===== src/rtl/inertial_delay_pkg.sv =====
// Shared state encoding, defaults and sizing helper for the inertial-delay filter.
package inertial_delay_pkg;

    typedef enum logic {
        ST_IDLE = 1'b0,
        ST_PEND = 1'b1
    } state_t;

    localparam int DEF_DELAY_CYC = 5;
    localparam int DEF_CNT_W     = 8;

    // Stability counter must hold values 0..DELAY_CYC-1 plus headroom for the +1 path.
    function automatic int stab_cnt_width(input int delay_cyc);
        return $clog2(delay_cyc + 1);
    endfunction

endpackage


===== src/rtl/inertial_delay_filter_sat_counter.sv =====
// Saturating up-counter: synchronous clear has priority, increments stop at all-ones.
module sat_counter #(
    parameter int W = 8
) (
    input  logic         clk,
    input  logic         clr_i,
    input  logic         inc_i,
    output logic [W-1:0] cnt_o
);

    logic [W-1:0] cnt_q;
    logic [W-1:0] cnt_d;

    always_comb begin
        cnt_d = cnt_q;
        if (inc_i && (cnt_q != {W{1'b1}})) begin
            cnt_d = cnt_q + W'(1);
        end
    end

    always_ff @(posedge clk) begin
        if (clr_i) begin
            cnt_q <= '0;
        end else begin
            cnt_q <= cnt_d;
        end
    end

    assign cnt_o = cnt_q;

endmodule


===== src/rtl/inertial_delay_filter.sv =====
// Inertial-delay deglitcher: a level change reaches out only after DELAY_CYC identical samples.
// GLITCH_COUNT_EN adds a saturating glitch_cnt output counting rejected pulses.
module inertial_delay_filter
    import inertial_delay_pkg::*;
#(
    parameter int DELAY_CYC = DEF_DELAY_CYC,
    parameter int CNT_W     = DEF_CNT_W
) (
    input  logic             clk,
    input  logic             rst,
    input  logic             a,
    output logic             out,
    output logic             busy,
    output logic             glitch_pulse
`ifdef GLITCH_COUNT_EN
    ,
    output logic [CNT_W-1:0] glitch_cnt
`endif
);

    localparam int            SW       = stab_cnt_width(DELAY_CYC);
    localparam logic [SW-1:0] CNT_LAST = SW'(DELAY_CYC - 1);

    state_t        state_q, state_d;
    logic [SW-1:0] cnt_q, cnt_d;
    logic          out_q, out_d;
    logic          glitch_q, glitch_d;

    always_comb begin
        state_d  = state_q;
        cnt_d    = cnt_q;
        out_d    = out_q;
        glitch_d = 1'b0;
        case (state_q)
            ST_IDLE: begin
                if (a != out_q) begin
                    // With a one-sample window the first sample already qualifies.
                    if (DELAY_CYC == 1) begin
                        out_d = a;
                    end else begin
                        state_d = ST_PEND;
                        cnt_d   = SW'(1);
                    end
                end
            end
            ST_PEND: begin
                if (a == out_q) begin
                    state_d  = ST_IDLE;
                    cnt_d    = '0;
                    glitch_d = 1'b1;
                end else if (cnt_q == CNT_LAST) begin
                    state_d = ST_IDLE;
                    cnt_d   = '0;
                    out_d   = a;
                end else begin
                    cnt_d = cnt_q + SW'(1);
                end
            end
            default: begin
                state_d = ST_IDLE;
                cnt_d   = '0;
            end
        endcase
    end

    always_ff @(posedge clk) begin
        if (rst) begin
            state_q  <= ST_IDLE;
            cnt_q    <= '0;
            out_q    <= 1'b0;
            glitch_q <= 1'b0;
        end else begin
            state_q  <= state_d;
            cnt_q    <= cnt_d;
            out_q    <= out_d;
            glitch_q <= glitch_d;
        end
    end

    assign out          = out_q;
    assign busy         = (state_q == ST_PEND);
    assign glitch_pulse = glitch_q;

`ifdef GLITCH_COUNT_EN
    sat_counter #(
        .W(CNT_W)
    ) u_glitch_cnt (
        .clk  (clk),
        .clr_i(rst),
        .inc_i(glitch_q),
        .cnt_o(glitch_cnt)
    );
`endif

endmodule

===== config.mk =====
export PLATFORM = sky130hd
export DESIGN_NAME = inertial_delay_filter
export DESIGN_NICKNAME = d
export VERILOG_FILES = /design/src/rtl/inertial_delay_pkg.sv /design/src/rtl/inertial_delay_filter_sat_counter.sv /design/src/rtl/inertial_delay_filter.sv
export SDC_FILE = /design/constraint.sdc
export NUM_CORES = 1
export LEC_CHECK = 0
export ABC_AREA = 1
export CORE_AREA = 5 5 42 44
export CTS_CLUSTER_DIAMETER = 30
export DETAILED_ROUTE_END_ITERATION = 10
export DIE_AREA = 0 0 47 49
export PLACE_DENSITY_LB_ADDON = 0.08
export REMOVE_ABC_BUFFERS = 1
export SLEW_MARGIN = 20
export SYNTH_ARGS = -nofsm -noshare
export SYNTH_HDL_FRONTEND = slang
export SYNTH_SLANG_ARGS = --single-unit

===== constraint.sdc =====
create_clock -name clk -period 1.3 [get_ports clk]
set_input_delay 0.13 -clock clk [delete_from_list [all_inputs] [get_ports clk]]
set_output_delay 0.13 -clock clk [all_outputs]
set_load 0.01 [all_outputs]

==> impl_metrics.ini <==
[outcome]
status = completed

[timing]
finalHoldViolCount = 0
rsz0062_at_grt = no
layout_min_cycle_time_ps = 1240
fin_setup_tns_ps = 0
worstMarginPinSlew_ps = 165
fin_skew_ps = 4.98
setup_violations = 0
period_share_pct = 95.8
maxSlewHeadroom_pct = 88.9
slew_viol_final = 0
fmax_mhz = 803

[placed_design]
dpl.cell_count = 65
port_buffers = 5
hpwlAfterDp_um = 482
gp_congestion = 0.677

[routing]
drc = 0
wl_per_cell_um = 8.90
firstDrtPassIters = 1
drt-total-wl_um = 605
viasPerCell = 4.01
ant_nets = 0
vias = 273
drt-initial-drc-count = 0

[clock_network]
cts.path.max_buffers = 2
cts_hold_buf = 0
cts_tree = built
cts_buffers = 3
h-tree-depth = 1
clkLatencyLatePin_ps = 250
clkSlewWorstSetupHoldPaths_ps = 50
root_buffer = clkbuf_4
cts_num_sinks = 6

[cells_and_area]
fillers = 167
drive_above_1_share_pct = 15.4
area_delta_synth_final_pct = 33.2
final_common_cell = nand2_1
diodes = 0
stdcell_count = 68
nets = 59
final_cell_mix = 10 x nand2_1, 9 x inv_1, 6 x dfxtp_1

[hold_path]
hp-class = flip-flop to flip-flop

[logic_synthesis]
synth_cell_types = 13
yosys_warnings = 0
synth_area_um2 = 309
synthCells = 43
avgSynthCellArea_um2 = 7.19
yosysSeqAreaShare_pct = 38.9
ys_ff_latch = 6

[global_route]
grt_usage_pct = 6.27
grt_pass1_wl_um = 1030
grt_remaining_overflow = 0
antenna_found_initial = 0
grt_max_degree = 7
grt_pass1_vias = 268

[pwr]
power_mw = 0.419
power_frac_seq_pct = 46.0
internal_power_mw = 0.317
p_leak_nw = 0.196
p_sw_mw = 0.102
power_density_nw_per_um2 = 1020
pwr-share-clk_pct = 42.5
power_frac_comb_pct = 11.5
peakVddDrop_mv = 0.447
switching_share_pct = 24.3

[setup_path]
arrival_ps = 1110
crit_family = buffers and inverters
max_stage_delay_ps = 540
path_buf_inv = 1
crit_chain = clkdlybuf4s50_1
critPathCaptureType = output port
path_max_fanout = 2
crit_required_ps = 1170
crit_type = flip-flop to output port
ff2ff_setup_slack_ps = 130
cp-start-kind = flip-flop
cp_slowest_cell = clkdlybuf4s50_1

[die]
row_count = 14
coreArea_um2 = 1400
start_util_pct = 22.1
die_x_um = 47
boundaryPins = 6
die_area_um2 = 2300
die_h_um = 49

[run]
maxCapViolCount = 0
-- through the flow --
stage	utilization (%)	area, um^2	worst slack [ps]	hold slack (ps)
global placement	27.6	387	172	487
finish	29.4	412	55.1	508
CTS	29.2	409	15.8	503
global route	29.4	412	14.5	510
floorplan	-	309	284	199
detailed placement	27.6	387	143	499
-- cell families after synthesis --
group	share of synthesized area, %
adders and majority gates	8.10
AOI/OAI and AO/OA	10.5
and+or+nand+nor	29.6
buffers and inverters	13.0
DFF	38.9
-- power by group through the flow --
stage | sequential (mW) | combinational (mW) | clock [mW]
floorplan | 0.199 | 0.0256 | 0
global placement | 0.196 | 0.0487 | 0
detailed placement | 0.197 | 0.0484 | 0
CTS | 0.193 | 0.0487 | 0.185
global route | 0.193 | 0.0534 | 0.198
finish | 0.193 | 0.0482 | 0.178
-- cell type report --
class	count	area, um^2	share of cell area (%)
inverters	10	40.0	9.73
well taps	16	20.0	4.86
repair buffers	6	60.1	14.6
multi-input cells	27	149	36.2
clock buffers	3	22.5	5.47
flip-flops and latches	6	120	29.2
-- state kept, by name, indices dropped and copies added (netlist names) --
| signal | flops |
|---|---|
| cnt_q | 3 |
| glitch_pulse | 1 |
| busy | 1 |
| out | 1 |
-- final timing paths --
kind             from       end  depth (start not counted)
min          cnt_q[1]  cnt_q[1]                          2
min reg2reg  cnt_q[1]  cnt_q[1]                          2
max reg2reg  cnt_q[0]       out                          7
max              busy      busy                          1
-- Yosys cell counts (all sizes together) --
cell,instances,area share [%]
a21oi,4,6.5
ha,2,8.1
o21ai,1,1.6
o211ai,1,2.4
inv,10,13
nand2,12,18
nor2,5,8.5
nand3,2,3.2
dfxtp,6,39
-- routing by layer --
layer / up-vias / part of all wire (%) / global-route usage (%)
met5: - / 0 / 0
met4: 0 / 0 / 2.76
met3: 0 / 5.5 / 4.43
met2: 6 / 47 / 8.60
met1: 118 / 47 / 7.27
li1: 149 / - / -
-- timing repair --
| item | 4_1_cts | 5_1_grt |
|---|---|---|
| gates resized for setup | 0 | 1 |
| setup buffers | 0 | 0 |
| setup endpoints to repair | 0 | 1 |
Power figures use the tool's default switching activity.
